[src/rtl/irq_seq.sv]
// Seven-cycle break sequencer shared by reset, NMI, IRQ and BRK: pushes PCH/PCL/P, fetches the vector, sets I.
// Optional NMI support is compiled in when IRQ_SEQ_NMI_EN is defined.
module irq_seq (
    input  logic       CLK,
    input  logic       R,
    input  logic       SYNC,
    input  logic       BRK,
    input  logic       IRQ,
    input  logic       I_FLAG,
    input  logic       NMI,
    output logic       TAKE,
    output logic       SPH,
    output logic       SPL,
    output logic       SPP,
    output logic       SVL,
    output logic       SVH,
    output logic       WE,
    output logic       STK_DEC,
    output logic       P_B,
    output logic       SEI,
    output logic [1:0] VEC,
    output logic       BUSY
);

    localparam logic [2:0] S_IDLE = 3'd0;
    localparam logic [2:0] S_PCH  = 3'd1;
    localparam logic [2:0] S_PCL  = 3'd2;
    localparam logic [2:0] S_PSR  = 3'd3;
    localparam logic [2:0] S_VLO  = 3'd4;
    localparam logic [2:0] S_VHI  = 3'd5;

    localparam logic [1:0] SRC_RST = 2'd0;
    localparam logic [1:0] SRC_NMI = 2'd1;
    localparam logic [1:0] SRC_IRQ = 2'd2;
    localparam logic [1:0] SRC_BRK = 2'd3;

    localparam logic [1:0] VEC_NMI = 2'b01;
    localparam logic [1:0] VEC_RST = 2'b10;
    localparam logic [1:0] VEC_IRQ = 2'b11;

    logic [2:0] state_q, state_d;
    logic [1:0] src_q, src_d;
    logic [1:0] vec_q, vec_d;
    logic       rst_pend_q, rst_pend_d;
    logic       nmi_pend_q, nmi_pend_d;
    logic       nmi_edge;
    logic       pend;
    logic       take;
    logic       push;

`ifdef IRQ_SEQ_NMI_EN
    logic nmi_q;

    always_ff @(posedge CLK or posedge R) begin
        if (R) begin
            nmi_q <= 1'b0;
        end else begin
            nmi_q <= NMI;
        end
    end

    assign nmi_edge = NMI & ~nmi_q;
`else
    logic unused_nmi;

    assign unused_nmi = NMI;
    assign nmi_edge   = 1'b0;
`endif

    // IRQ is a level and only matters on an opcode-fetch cycle; NMI is remembered until serviced.
    assign pend = nmi_pend_q | (IRQ & ~I_FLAG);
    assign take = (state_q == S_IDLE) & ~rst_pend_q & SYNC & pend;

    always_comb begin
        state_d    = state_q;
        src_d      = src_q;
        vec_d      = vec_q;
        rst_pend_d = rst_pend_q;
        nmi_pend_d = nmi_pend_q | nmi_edge;
        case (state_q)
            S_IDLE: begin
                if (rst_pend_q) begin
                    state_d    = S_PCH;
                    src_d      = SRC_RST;
                    rst_pend_d = 1'b0;
                end else if (take) begin
                    state_d = S_PCH;
                    src_d   = nmi_pend_q ? SRC_NMI : SRC_IRQ;
                end else if (BRK) begin
                    state_d = S_PCH;
                    src_d   = SRC_BRK;
                end
            end
            S_PCH: state_d = S_PCL;
            S_PCL: state_d = S_PSR;
            S_PSR: begin
                // Last chance for a late NMI to hijack an IRQ/BRK before the vector is fetched.
                state_d = S_VLO;
                if (src_q == SRC_RST) begin
                    vec_d = VEC_RST;
                end else if (nmi_pend_q | nmi_edge) begin
                    vec_d      = VEC_NMI;
                    nmi_pend_d = 1'b0;
                end else begin
                    vec_d = VEC_IRQ;
                end
            end
            S_VLO:   state_d = S_VHI;
            S_VHI:   state_d = S_IDLE;
            default: state_d = S_IDLE;
        endcase
    end

    always_ff @(posedge CLK or posedge R) begin
        if (R) begin
            state_q    <= S_IDLE;
            src_q      <= SRC_RST;
            vec_q      <= 2'b00;
            rst_pend_q <= 1'b1;
            nmi_pend_q <= 1'b0;
        end else begin
            state_q    <= state_d;
            src_q      <= src_d;
            vec_q      <= vec_d;
            rst_pend_q <= rst_pend_d;
            nmi_pend_q <= nmi_pend_d;
        end
    end

    assign SPH     = (state_q == S_PCH);
    assign SPL     = (state_q == S_PCL);
    assign SPP     = (state_q == S_PSR);
    assign SVL     = (state_q == S_VLO);
    assign SVH     = (state_q == S_VHI);
    assign push    = SPH | SPL | SPP;
    assign BUSY    = push | SVL | SVH;
    assign TAKE    = take;
    assign STK_DEC = push;
    // Reset only performs dummy stack reads, so the write strobe stays low.
    assign WE      = push & (src_q != SRC_RST);
    assign P_B     = BUSY & (src_q == SRC_BRK);
    assign SEI     = SVL;
    assign VEC     = (SVL | SVH) ? vec_q : 2'b00;

endmodule

[config.mk]
export PLATFORM = sky130hd
export DESIGN_NAME = irq_seq
export DESIGN_NICKNAME = d
export VERILOG_FILES = /design/src/rtl/irq_seq.sv
export SDC_FILE = /design/constraint.sdc
export NUM_CORES = 1
export LEC_CHECK = 0
export ABC_AREA = 1
export CELL_PAD_IN_SITES_DETAIL_PLACEMENT = 0
export CELL_PAD_IN_SITES_GLOBAL_PLACEMENT = 1
export CORE_AREA = 2 2 47 49
export CTS_CLUSTER_SIZE = 28
export DETAILED_ROUTE_END_ITERATION = 16
export DIE_AREA = 0 0 49 51
export GPL_ROUTABILITY_DRIVEN = 0
export PLACE_DENSITY_LB_ADDON = 0.1
export SLEW_MARGIN = 10
export SYNTH_ARGS = -nofsm -noshare
export SYNTH_HDL_FRONTEND = slang
export SYNTH_SLANG_ARGS = --single-unit
export TNS_END_PERCENT = 5
[constraint.sdc]
create_clock -name CLK -period 1 [get_ports CLK]
set_clock_uncertainty 0.05 [all_clocks]
set_input_delay 0.1 -clock CLK [delete_from_list [all_inputs] [get_ports CLK]]
set_output_delay 0.1 -clock CLK [all_outputs]
set_load 0.01 [all_outputs]
==> out/results.ini, run 1 <==
[sta]
fmax_ghz=0.7442
timing.slew.headroom_pct=78.82
rsz0062_at_grt=yes
final_hold_viol_count=0
finalCriticalPeriod_ps=1344
fin_ws_ps=-343.7
tightest_slew_ps=317.3
timing.final.crit_share_pct=134.4
slew_viol_final=0
finalSetupViolCount=20

[clock_network]
clockRootBuffer=clkbuf_4
htreeDepth=1
cts_max_path_buffers=2
clkSinkCount=8
tritoncts=yes
cts_hold_buffers=0
path_clk_slew_ps=60
cts_buffers=3
clk_latency_ps=260

[synth]
synthTopCellsByArea=dfrtp_1 (39%), inv_1 (12%), nor2_1 (9.1%)
synth_edf_count=0
postSynthNetCount=67
netlist.top_cell.by_area=dfrtp_1
synth-seq-cells=8
synth.top_cell.area_share_pct=38.78
ys_types=19
yosys_warnings=0
synthArstFlopShare_pct=100.0
netlist_area_sq_um=451.7
ys_seq_area_share_pct=44.60
ys_top_cells_by_count=inv_1 (14), nor2_1 (11), nand2_1 (8), dfrtp_1 (7)
synth_cells=60
synth_most_common_cell=inv_1
syn_avg_cell_area_sq_um=7.528
synth_ff_type=dfrtp_1

[die]
die_area_sq_um=2499
core-area_sq_um=2063
std_cell_rows=17
start_util_pct=21.89
ios=20
die_h_microns=51
die_w_microns=49

[layout]
fin_nets=108
final_cell_area_sq_um=824.5
antennaDiodeCount=0
layout-drive-gt1-share_pct=54.00
syn_to_final_growth_pct=82.55

[global_route]
grt_pass1_wl_microns=1890
antenna_found_initial=0
grt-ovfl-total=0
grtUsageTotal_pct=10.29
grt_max_degree=9
grt_pass1_vias=457

[detailed_routing]
vias=511
viasPerCell=3.992
wl_per_cell_microns=9.148
firstDrtPassIters=4
drt_wl_total_microns=1171
postRouteAntennaNets=0
drc=0
drt_iter0_drc=2

[setup_path]
crit_required_ps=850
arrival_ps=1190
rrSetupSlack_ps=-210
critPathMaxFanout=3
crit_path_top_delay_cell=dfrtp_2
endpoint_kind=output port
path_class=reg2out
startpoint_type=flip-flop
crit_chain=inv_2 -> o21ai_2 -> buf_4 -> nor2_2 -> buf_2
cpPeakStageDelay_ps=440

[power]
leakagePower_nw=0.4424
ir_worst_vdd_uv=1701
powerDensity_nw_per_um2=3015
finalPower_mw=2.486

[run_status]
outcome=finished, violations left
violations=setup timing

[flow_run]
drv_cap=0

[placement]
dp_hpwl_microns=887.7
port_buffers=18
placed_area_sq_um=803.3

[min_path]
hp-class=in2async

-- power breakdown --
part | total (mW) | switching [mW] | internal (mW)
registers | 0.555 | 0.108 | 0.447
logic | 1.65 | 0.782 | 0.873
clock network | 0.277 | 0.123 | 0.154
total | 2.49 | 1.01 | 1.47
-- final cells by class --
| type | count | area, sq um |
|---|---|---|
| repair buffers | 37 | 282.8 |
| multi-input cells | 35 | 215.2 |
| inverters | 16 | 62.56 |
| fillers | 238 | 1239 |
| clock buffers | 4 | 26.28 |
| well taps | 28 | 35.03 |
| flip-flops and latches | 8 | 202.7 |
-- worst paths after layout --
kind	end	from	cells past startpoint
worst max-delay path	WE	state_q[2]	5
worst min-delay path	src_q[1]	R	2
worst max register to register	vec_q[0]	state_q[1]	7
worst min register to register	src_q[0]	src_q[0]	2
max in group asynchronous	rst_pend_q	R	2
min in group CLK	src_q[0]	BRK	3
-- worst max-delay path: cells and delay by family (launching register included) --
family / cells / cell delay (ps)
AOI/OAI and AO/OA: 1 / 70
buffers and inverters: 3 / 350
DFF: 1 / 440
and+or+nand+nor: 1 / 70
-- cell usage in the layout, fill, tap and decap left out, types with 2 or more instances in the layout --
cell | synthesis | routed
inv_1 | 14 | 10
nor2_2 | 0 | 4
o21ai_1 | 2 | 3
inv_2 | 2 | 5
buf_6 | 0 | 6
buf_4 | 1 | 14
buf_2 | 0 | 12
clkdlybuf4s50_1 | 0 | 5
nor2_1 | 11 | 7
nand4_1 | 2 | 2
nand2_1 | 8 | 7
clkbuf_4 | 0 | 3
dfrtp_1 | 7 | 6
a21oi_1 | 2 | 2
o21ai_2 | 2 | 2
-- metal layers --
layer / vias up / track usage, % / wire (microns)
li1: 266 / - / -
met1: 231 / 11.05 / 502
met2: 12 / 17.58 / 582
met3: 2 / 4.678 / 71
met4: 0 / 4.286 / 14
met5: - / 0 / 0
-- timing repair --
action | 4_1_cts | 5_1_grt
endpoints found under the setup margin | 20 | 21
pin swaps | 5 | 3
resized for setup | 68 | 0
buffers inserted | 1 | 0
-- sequential cells by signal, indices dropped and copies added, names as in the netlist --
register,flops
state_q,3
src_q,2
vec_q,2
rst_pend_q,1
-- through the flow --
stage	hold WS (ps)	TNS, ps	util [%]	cells	worst slack [ps]
after global routing	81.21	-5941	39.96	128	-406.9
final	37.56	-4523	39.96	128	-343.7
after CTS	55.74	-4752	39.96	128	-349.9
after floorplan	-135.1	-323.1	-	60	-52.73
after global placement	334.7	-6863	38.93	123	-562.0
after detailed placement	339.0	-6816	38.93	123	-557.7
-- logic make-up after synthesis --
logic type / after synthesis / synth area share (%)
DFF: 8 / 44.60
buffers and inverters: 17 / 14.96
AOI/OAI and AO/OA: 9 / 12.47
and+or+nand+nor: 26 / 27.98
(Power assumes the default switching activity.)
==> inputs of run 2 (changes only) <==
--- a/config.mk
+++ b/config.mk
@@ -6,12 +6,13 @@
 export NUM_CORES = 1
 export LEC_CHECK = 0
 export ABC_AREA = 1
+export CAP_MARGIN = 25
 export CELL_PAD_IN_SITES_DETAIL_PLACEMENT = 0
 export CELL_PAD_IN_SITES_GLOBAL_PLACEMENT = 1
-export CORE_AREA = 2 2 47 49
+export CORE_AREA = 2 2 42 54
 export CTS_CLUSTER_SIZE = 28
 export DETAILED_ROUTE_END_ITERATION = 16
-export DIE_AREA = 0 0 49 51
+export DIE_AREA = 0 0 44 56
 export GPL_ROUTABILITY_DRIVEN = 0
 export PLACE_DENSITY_LB_ADDON = 0.1
 export SLEW_MARGIN = 10
==> run 2 against run 1 <==
Net effect: sequential cell count is the same; the run still ends with setup timing left; wire length decreased by 4.7%; worst setup slack worse by 29 ps.
==> out/results.ini, run 2 (same netlist as run 1, synthesis figures left out) <==
[placement]
port_buffers=18
placed_area_sq_um=778.2
dp_hpwl_microns=881.3
placed_cells=113

[min_path]
hp-class=in2async

[detailed_routing]
drt_iter0_drc=4
viasPerCell=4.174
drt_wl_total_microns=1116
firstDrtPassIters=3
vias=505
postRouteAntennaNets=0
wl_per_cell_microns=9.223
drc=0

[setup_path]
crit_cells=5
critPathMaxFanout=4
cpPeakStageDelay_ps=400
rrSetupSlack_ps=-310
arrival_ps=1220
endpoint_kind=output port
startpoint_type=flip-flop
worstRegToRegCells=9
crit_path_top_delay_cell=dfrtp_1
crit_required_ps=850
path_delay_family=buffers and inverters
cp_common_cell=buf_6
cp_num_buf_inv=4
r2r_start=state_q[1]
rr_endpoint=vec_q[0]
path_class=reg2out
crit_chain=inv_2 -> buf_6 -> buf_6 -> nor3_4 -> buf_2

[sta]
final_hold_viol_count=0
tightest_slew_ps=314.2
fmax_ghz=0.7283
fin_ws_ps=-373.0
rsz0062_at_grt=yes
timing.final.crit_share_pct=137.3
slew_viol_final=0
timing.slew.headroom_pct=79.03
finalCriticalPeriod_ps=1373
whs_ps=34.82
finalSetupViolCount=21

[power]
leakagePower_nw=0.4561
powerDensity_nw_per_um2=3042
finalPower_mw=2.585
ir_worst_vdd_uv=1588

[global_route]
grtUsageTotal_pct=11.27
grt_max_degree=9
grt_pass1_wl_microns=2076
grt_pass1_vias=522
antenna_found_initial=0
grt-ovfl-total=0

[clock_network]
cts_max_path_buffers=2
tritoncts=yes
clkSinkCount=8
cts_hold_buffers=0
htreeDepth=1
cts_buffers=3
path_clk_slew_ps=60
clk_latency_ps=260
clockRootBuffer=clkbuf_4

[layout]
finalNonFillerCells=121
final_cell_mix=buf_4 (14), buf_2 (12), inv_1 (10)
fin_nets=109
syn_to_final_growth_pct=88.09
mostFrequentLayoutCell=buf_4
layout-drive-gt1-share_pct=59.41
antennaDiodeCount=0
final_cell_area_sq_um=849.6
largest_reg_flops=3
reg.largest.list=state_q x3, src_q x2, vec_q x2
largest-register=state_q

[run_status]
violations=setup timing
outcome=finished, violations left

[die]
core-area_sq_um=1937
die_w_microns=44
ios=20
die_area_sq_um=2464
start_util_pct=23.32
std_cell_rows=18
die_h_microns=56

[flow_run]
drv_cap=0

==> run 2: where the power goes <==
part / internal (mW) / switching [mW] / total [mW]
logic: 0.932 / 0.825 / 1.76
clock network: 0.153 / 0.117 / 0.269
registers: 0.447 / 0.111 / 0.558
total: 1.53 / 1.05 / 2.58
==> run 2: cell type report <==
class                   count  area (sq um)
fillers                   206          1087
repair buffers             38         294.0
multi-input cells          35         236.5
flip-flops and latches      8         202.7
inverters                  16         65.06
clock buffers               4         26.28
well taps                  20         25.02
==> run 2: worst reg2reg max path, delay by kind of cell (launching register included) <==
kind / cells / cell delay [ps]
buffers and inverters: 6 / 570
flip-flops: 1 / 400
AND/OR/NAND/NOR: 2 / 160
AO/OA/AOI/OAI: 1 / 40
==> run 2: worst max path at each step <==
| stage | startpoint | endpoint | slack (ps) |
|---|---|---|---|
| global route | state_q[1] | SPP | -450 |
| floorplan | state_q[1] | SVL | -50 |
| global placement | SYNC | TAKE | -540 |
| CTS | state_q[1] | SPP | -390 |
| finish | state_q[1] | SPP | -370 |
| detailed placement | IRQ | TAKE | -560 |
==> run 2: per-layer routing <==
metal / track usage, % / wire [microns] / up-vias / part of all wire (%)
li1: - / - / 264 / -
met1: 12.85 / 445 / 226 / 40
met2: 18.07 / 592 / 13 / 53
met3: 2.273 / 62 / 2 / 5.6
met4: 7.792 / 16 / 0 / 1.4
met5: 0 / 0 / - / 0
==> run 2: timing repair <==
| item | in CTS | in global routing |
|---|---|---|
| endpoints found under the hold margin | 0 | 0 |
| gates resized for setup | 68 | 8 |
| setup buffers | 4 | 0 |
| pin swaps | 3 | 2 |
| setup endpoints to repair | 21 | 21 |
==> run 2: per-stage QoR <==
step	setup TNS (ps)	setup slack (ps)	util [%]
floorplan	-323.1	-52.73	-
global placement	-7005	-540.3	40.18
detailed placement	-7170	-563.7	40.18
CTS	-5946	-391.1	42.25
global route	-7168	-451.5	43.86
finish	-5393	-373.0	43.86
==> inputs of run 3 (changes only) <==
--- a/config.mk
+++ b/config.mk
@@ -6,6 +6,7 @@
 export NUM_CORES = 1
 export LEC_CHECK = 0
 export ABC_AREA = 1
+export ABC_CLOCK_PERIOD_IN_PS = 1000
 export CAP_MARGIN = 25
 export CELL_PAD_IN_SITES_DETAIL_PLACEMENT = 0
 export CELL_PAD_IN_SITES_GLOBAL_PLACEMENT = 1
==> results of run 3 <==
Final layout, timing and power as in run 2 (identical DEF).
